### config.mk
export PLATFORM = sky130hd
export DESIGN_NAME = time_field_counter_flat
export DESIGN_NICKNAME = d
export VERILOG_FILES = /design/src/rtl/time_field_counter_pkg.sv /design/src/rtl/time_field_counter_if.sv /design/src/rtl/time_field_counter_button_repeat.sv /design/src/rtl/time_field_counter.sv /design/src/flat_wrapper.sv
export SDC_FILE = /design/constraint.sdc
export NUM_CORES = 1
export LEC_CHECK = 0
export ABC_AREA = 1
export ABC_CLOCK_PERIOD_IN_PS = 2200
export CAP_MARGIN = 20
export CORE_MARGIN = 2
export CORE_UTILIZATION = 54
export CTS_CLUSTER_DIAMETER = 200
export DETAILED_ROUTE_END_ITERATION = 16
export PLACE_DENSITY_LB_ADDON = 0.05
export SYNTH_ARGS = -nofsm -noshare
export SYNTH_HDL_FRONTEND = slang
export SYNTH_SLANG_ARGS = --single-unit
### constraint.sdc
create_clock -name clk -period 2.2 [get_ports clk]
set_clock_uncertainty 0.15 [all_clocks]
set_input_delay 0.44 -clock clk [delete_from_list [all_inputs] [get_ports clk]]
set_output_delay 0.44 -clock clk [all_outputs]
set_load 0.01 [all_outputs]
### src/rtl/time_field_counter_pkg.sv
// Shared types and default field ranges for the time field counters.
// Combinational only; no state, no backpressure.
package time_pkg;

  typedef enum logic [1:0] {
    RPT_IDLE   = 2'd0,
    RPT_DELAY  = 2'd1,
    RPT_REPEAT = 2'd2
  } rpt_state_t;

  localparam int SEC_LO   = 0;
  localparam int SEC_HI   = 59;
  localparam int MINUTE_LO = 0;
  localparam int MINUTE_HI = 59;
  localparam int HOUR_LO  = 0;
  localparam int HOUR_HI  = 23;
  localparam int DAY_LO   = 1;
  localparam int DAY_HI   = 31;
  localparam int MONTH_LO = 1;
  localparam int MONTH_HI = 12;

  localparam int DEF_REPEAT_DELAY  = 16;
  localparam int DEF_REPEAT_PERIOD = 4;

endpackage

### src/rtl/time_field_counter_if.sv
// Control and status bundle of one time field counter.
// No handshake: strobes and levels are sampled every clk edge.
interface time_field_counter_if #(
  parameter int WIDTH = 8
);
  logic             tick;
  logic             set;
  logic             inc;
  logic             dec;
  logic             load;
  logic [WIDTH-1:0] load_value;
  logic [WIDTH-1:0] max_limit;
  logic [WIDTH-1:0] value;
  logic             carry_out;

  modport master (
    output tick, set, inc, dec, load, load_value, max_limit,
    input  value, carry_out
  );

  modport slave (
    input  tick, set, inc, dec, load, load_value, max_limit,
    output value, carry_out
  );
endinterface

### src/rtl/time_field_counter_button_repeat.sv
// Held-button auto-repeat: step pulse on press, again after REPEAT_DELAY, then every REPEAT_PERIOD.
// Pulses are combinational in the press cycle; no backpressure.
module button_repeat
  import time_pkg::*;
#(
  parameter int REPEAT_DELAY  = DEF_REPEAT_DELAY,
  parameter int REPEAT_PERIOD = DEF_REPEAT_PERIOD
) (
  input  logic clk,
  input  logic reset,
  input  logic set,
  input  logic inc,
  input  logic dec,
  output logic step_up,
  output logic step_down
);

  localparam int CNT_MAX = (REPEAT_DELAY > REPEAT_PERIOD) ? REPEAT_DELAY : REPEAT_PERIOD;
  localparam int CW      = $clog2(CNT_MAX + 1);

  rpt_state_t    state, state_nxt;
  logic [CW-1:0] cnt, cnt_nxt, cnt_inc;
  logic          dir_up, dir_up_nxt;
  logic          press, step, step_due;

  assign press   = set & (inc ^ dec);
  assign cnt_inc = cnt + CW'(1);

  always_ff @(posedge clk or negedge reset) begin
    if (!reset) begin
      state  <= RPT_IDLE;
      cnt    <= '0;
      dir_up <= 1'b0;
    end else begin
      state  <= state_nxt;
      cnt    <= cnt_nxt;
      dir_up <= dir_up_nxt;
    end
  end

  always_comb begin
    state_nxt  = state;
    cnt_nxt    = cnt;
    dir_up_nxt = dir_up;
    step       = 1'b0;
    step_due   = (state == RPT_DELAY) ? (cnt_inc == CW'(REPEAT_DELAY))
                                      : (cnt_inc == CW'(REPEAT_PERIOD));
    if (!press) begin
      state_nxt = RPT_IDLE;
      cnt_nxt   = '0;
    end else begin
      unique case (state)
        RPT_IDLE: begin
          step       = 1'b1;
          dir_up_nxt = inc;
          state_nxt  = RPT_DELAY;
          cnt_nxt    = '0;
        end
        RPT_DELAY, RPT_REPEAT: begin
          // A direction change drops back to idle; the new direction steps next cycle.
          if (inc != dir_up) begin
            state_nxt = RPT_IDLE;
            cnt_nxt   = '0;
          end else if (step_due) begin
            step      = 1'b1;
            state_nxt = RPT_REPEAT;
            cnt_nxt   = '0;
          end else begin
            cnt_nxt = cnt_inc;
          end
        end
        default: begin
          state_nxt = RPT_IDLE;
          cnt_nxt   = '0;
        end
      endcase
    end
    step_up   = step & dir_up_nxt;
    step_down = step & ~dir_up_nxt;
  end

endmodule

### src/rtl/time_field_counter.sv
// Wrapping time field (sec/min/hour/day/month) with load, runtime limit clamp, adjust and carry.
// Value and carry registered, 1-cycle latency; no backpressure.
module time_field_counter
  import time_pkg::*;
#(
  parameter int WIDTH         = 8,
  parameter int MIN_VALUE     = SEC_LO,
  parameter int MAX_VALUE     = SEC_HI,
  parameter int REPEAT_DELAY  = DEF_REPEAT_DELAY,
  parameter int REPEAT_PERIOD = DEF_REPEAT_PERIOD
) (
  input  logic                 clk,
  input  logic                 reset,
  time_field_counter_if.slave  bus
);

  localparam logic [WIDTH-1:0] MIN_V = WIDTH'(MIN_VALUE);
  localparam logic [WIDTH-1:0] MAX_V = WIDTH'(MAX_VALUE);

  logic [WIDTH-1:0] eff_max, load_clamped, value_q, value_nxt;
  logic             carry_q, carry_nxt;
  logic             step_up, step_down;

  button_repeat #(
    .REPEAT_DELAY  (REPEAT_DELAY),
    .REPEAT_PERIOD (REPEAT_PERIOD)
  ) u_repeat (
    .clk       (clk),
    .reset     (reset),
    .set       (bus.set),
    .inc       (bus.inc),
    .dec       (bus.dec),
    .step_up   (step_up),
    .step_down (step_down)
  );

  always_comb begin
    if (bus.max_limit < MIN_V)      eff_max = MIN_V;
    else if (bus.max_limit < MAX_V) eff_max = bus.max_limit;
    else                            eff_max = MAX_V;
  end

  assign load_clamped = (bus.load_value < MIN_V)   ? MIN_V   :
                        (bus.load_value > eff_max) ? eff_max : bus.load_value;

  // value never exceeds MAX_V < 2**WIDTH here, so +1 cannot overflow.
  always_comb begin
    value_nxt = value_q;
    carry_nxt = 1'b0;
    if (bus.load) begin
      value_nxt = load_clamped;
    end else if (value_q > eff_max) begin
      value_nxt = eff_max;
    end else if (step_up) begin
      value_nxt = (value_q >= eff_max) ? MIN_V : value_q + WIDTH'(1);
    end else if (step_down) begin
      value_nxt = (value_q <= MIN_V) ? eff_max : value_q - WIDTH'(1);
    end else if (bus.tick && !bus.set) begin
      if (value_q >= eff_max) begin
        value_nxt = MIN_V;
        carry_nxt = 1'b1;
      end else begin
        value_nxt = value_q + WIDTH'(1);
      end
    end
  end

  always_ff @(posedge clk or negedge reset) begin
    if (!reset) begin
      value_q <= MIN_V;
      carry_q <= 1'b0;
    end else begin
      value_q <= value_nxt;
      carry_q <= carry_nxt;
    end
  end

  assign bus.value     = value_q;
  assign bus.carry_out = carry_q;

endmodule

### src/flat_wrapper.sv
// flat-port wrapper written by rule: the top's interface ports become plain ports
module time_field_counter_flat import time_pkg::*;
#(
  parameter int WIDTH         = 8,
  parameter int MIN_VALUE     = SEC_LO,
  parameter int MAX_VALUE     = SEC_HI,
  parameter int REPEAT_DELAY  = DEF_REPEAT_DELAY,
  parameter int REPEAT_PERIOD = DEF_REPEAT_PERIOD
)
  (clk, reset, bus_tick, bus_set, bus_inc, bus_dec, bus_load, bus_load_value, bus_max_limit, bus_value, bus_carry_out);
  time_field_counter_if #(.WIDTH(WIDTH)) bus_i ();
  input  logic clk;
  input  logic reset;
  input wire logic [$bits(bus_i.tick)-1:0] bus_tick;
  input wire logic [$bits(bus_i.set)-1:0] bus_set;
  input wire logic [$bits(bus_i.inc)-1:0] bus_inc;
  input wire logic [$bits(bus_i.dec)-1:0] bus_dec;
  input wire logic [$bits(bus_i.load)-1:0] bus_load;
  input wire logic [$bits(bus_i.load_value)-1:0] bus_load_value;
  input wire logic [$bits(bus_i.max_limit)-1:0] bus_max_limit;
  output wire logic [$bits(bus_i.value)-1:0] bus_value;
  output wire logic [$bits(bus_i.carry_out)-1:0] bus_carry_out;
  assign bus_i.tick = bus_tick;
  assign bus_i.set = bus_set;
  assign bus_i.inc = bus_inc;
  assign bus_i.dec = bus_dec;
  assign bus_i.load = bus_load;
  assign bus_i.load_value = bus_load_value;
  assign bus_i.max_limit = bus_max_limit;
  assign bus_value = bus_i.value;
  assign bus_carry_out = bus_i.carry_out;
  time_field_counter #(.WIDTH(WIDTH), .MIN_VALUE(MIN_VALUE), .MAX_VALUE(MAX_VALUE), .REPEAT_DELAY(REPEAT_DELAY), .REPEAT_PERIOD(REPEAT_PERIOD)) u_core (.clk(clk), .reset(reset), .bus(bus_i));
endmodule
==> qor.json, run 1 <==
{
  "grt_pass1_vias": 2481,
  "layout.cells.most_common_list": "sky130_fd_sc_hd__nand2_1, sky130_fd_sc_hd__buf_4, sky130_fd_sc_hd__inv_1",
  "synth.cell_area_sq_um": 2030,
  "end_kind": "register",
  "rsz0062_at_grt": "true",
  "holdCritPathClass": "in -> async",
  "detailroute.via_count": 2489,
  "num_io_pins": 32,
  "setup-violations-final": 8,
  "failed_checks": "negative setup slack",
  "n_antenna_cell": 0,
  "rows": 22,
  "initial_utilization_pct": 55.8,
  "reg2reg_slack_ns": -0.07,
  "run_status": "finished with violations",
  "port-buffer-count": 31,
  "max_slew_violation_count": 0,
  "grt_antenna_before_repair": 0,
  "finalCritPeriodShare_pct": 112,
  "netlist-cell-type-count": 36,
  "tritoncts": "yes",
  "drt_wl_total_microns": 7350,
  "grt_remaining_overflow": 0,
  "avgRoutedWirePerCell_microns": 16.5,
  "timing_worst_setup_path_type": "in -> reg",
  "ys.warnings.count": 0,
  "antenna_left": 0,
  "fin_total_pwr_mw": 2.27,
  "drt_iter0_drc": 173,
  "num-fill-cells": 206,
  "grt_start_max_net_pins": 18,
  "synthesis.instances": 309,
  "synthToLayoutAreaGrowth_pct": 53.4,
  "clkSinkCount": 17,
  "chipHeight_microns": 65.2,
  "power_per_cell_area_nw_per_um2": 730,
  "pre_cts_slack_ns": -0.912,
  "layout_commonest_cell": "sky130_fd_sc_hd__nand2_1",
  "drv.max_cap_violation_count": 0,
  "track_usage_pct": 34.9,
  "finalCriticalPeriod_ns": 2.47,
  "final_critical_path_setup_slack_ns": -0.266,
  "ys_seq_area_share_pct": 21.0,
  "cts.path.max_buffers": 2,
  "worstPathRequired_ns": 2.20,
  "crit_fanout": 6,
  "clk_root_buffer_cell": "sky130_fd_sc_hd__clkbuf_8",
  "avgSynthCellArea_sq_um": 6.56,
  "numCtsBuffers": 3,
  "worst_setup_hold_path_clk_slew_ns": 0.07,
  "totalNegativeSetupSlack_ns": -1.67,
  "layout.nets": 444,
  "detail_route.vias_per_cell": 5.59,
  "startpoint_type": "input port",
  "maxClockFrequency_mhz": 405,
  "worst_skew_pair.late_latency_ns": 0.27,
  "floorplan.die_area_sq_um": 4260,
  "ys_ff_latch": 17,
  "number_of_search_and_repair_iterations_in_the_first_detailed_routing_pass": 5,
  "hpwlAfterDp_microns": 4440,
  "gp_congestion": 0.930,
  "grt_pass1_wl_microns": 11300,
  "fp.coreArea_sq_um": 3630,
  "power.static_leakage_nw": 1.49,
  "holdBufCountCts": 0,
  "drc": 0,
  "die_width_microns": 65.2,
  "finalHoldViolations": 0,
  "critical_path_arrival_ns": 2.47,
  "cts.htree.levels": 1,
  "drive_above_1_share_pct": 38.8,
  "vdd_ir_drop_max_mv": 0.386
}
-- area by class of cell --
class                   instances  area [sq um]  area share (%)
repair buffers                 86           739            23.8
multi-input cells             248          1670            53.8
clock inverters                 1          7.51           0.242
flip-flops and latches         17           425            13.7
inverters                      42           161            5.20
well taps                      48          60.1            1.93
clock buffers                   3          41.3            1.33
-- repair_timing --
| action | CTS | global route |
|---|---|---|
| pin swaps | 34 | 23 |
| gates cloned | 2 | 0 |
| gates resized for setup | 63 | 27 |
| hold endpoints to repair | 0 | 0 |
| endpoints found under the setup margin | 9 | 8 |
| buffers inserted | 14 | 2 |
-- logic make-up after synthesis --
family | Yosys count | synth area share (%)
compound gates | 41 | 12.3
xor+xnor | 4 | 1.73
fa+ha+maj | 23 | 14.2
buf+inv | 47 | 10.1
flops | 17 | 21.0
other cells | 1 | 0.185
simple gates | 176 | 40.5
-- Yosys cell counts, drive strengths merged --
| library cell | number | area (sq um) |
|---|---|---|
| xor2 | 3 | 26.3 |
| nand3 | 30 | 180 |
| dfrtp | 17 | 425 |
| o21ai | 20 | 100 |
| o211ai | 1 | 7.51 |
| a21oi | 16 | 103 |
| a21boi | 2 | 18.8 |
| a211oi | 2 | 20.0 |
| buf | 4 | 41.3 |
| clkbuf | 1 | 3.75 |
| clkinv | 1 | 5.00 |
| and2 | 1 | 6.26 |
| xnor2 | 1 | 8.76 |
| nor2 | 37 | 164 |
| nand4 | 9 | 56.3 |
| nand2 | 90 | 363 |
| conb | 1 | 3.75 |
| inv | 41 | 154 |
| or2 | 5 | 31.3 |
| nor3 | 4 | 20.0 |
| ha | 23 | 288 |
-- registers in the layout, indices dropped and copies added (netlist names) --
signal and count:
u_core.bus.carry_out 1, u_core.u_repeat.state 2, u_core.u_repeat.dir_up 1, u_core.bus.value 8, u_core.u_repeat.cnt 5
-- worst paths after layout --
path,startpoint,end,depth (start not counted)
worst max-delay path,bus_max_limit[5],u_core.bus.value[2],13
min in group clk,u_core.u_repeat.cnt[0],u_core.u_repeat.cnt[0],1
worst min-delay path,reset,u_core.u_repeat.state[0],2
max in group asynchronous,reset,u_core.bus.value[0],2
worst min register to register,u_core.u_repeat.cnt[0],u_core.u_repeat.cnt[0],1
worst max register to register,u_core.u_repeat.state[1],u_core.bus.value[5],12
-- metrics by stage --
stage	area, sq um	hold slack, ns	instances	utilization [%]
floorplan	2120	-0.00559	310	-
global placement	2730	0.357	423	75.2
detailed placement	2730	0.359	423	75.2
CTS	3000	0.357	443	82.4
global route	3110	0.369	445	85.5
finish	3110	0.344	445	85.5
-- worst max-delay path, stage by stage --
cell	delay (ns)
sky130_fd_sc_hd__buf_6	0.10
sky130_fd_sc_hd__buf_4	0.14
sky130_fd_sc_hd__nor3_2	0.20
sky130_fd_sc_hd__buf_4	0.18
sky130_fd_sc_hd__ha_4	0.21
sky130_fd_sc_hd__a211oi_4	0.35
sky130_fd_sc_hd__nand2_2	0.13
sky130_fd_sc_hd__nand2_4	0.11
sky130_fd_sc_hd__inv_4	0.04
sky130_fd_sc_hd__nor2_4	0.13
sky130_fd_sc_hd__nand3_2	0.20
sky130_fd_sc_hd__nor2_1	0.19
sky130_fd_sc_hd__a21oi_2	0.05
-- power breakdown --
part	leakage [nW]	switching, mW	internal, mW
clock	0.0217	0.127	0.128
combinational	1.25	0.892	0.705
sequential	0.220	0.0485	0.366
total	1.49	1.07	1.20
-- layer usage --
layer / up-vias / part of all wire (%) / global-route usage [%]
met5: - / 0 / 0
met1: 1127 / 38 / 40.5
li1: 1183 / - / -
met2: 130 / 49 / 61.5
met3: 49 / 7.0 / 4.11
met4: 0 / 6.1 / 20.3
Power figures use the tool's default switching activity.
==> run 2, diff against run 1 <==
--- a/config.mk
+++ b/config.mk
@@ -13,6 +13,7 @@
 export CTS_CLUSTER_DIAMETER = 200
 export DETAILED_ROUTE_END_ITERATION = 16
 export PLACE_DENSITY_LB_ADDON = 0.05
+export SLEW_MARGIN = 20
 export SYNTH_ARGS = -nofsm -noshare
 export SYNTH_HDL_FRONTEND = slang
 export SYNTH_SLANG_ARGS = --single-unit
==> results of run 2 <==
The final DEF is identical to that of run 1; final timing and power are the same.
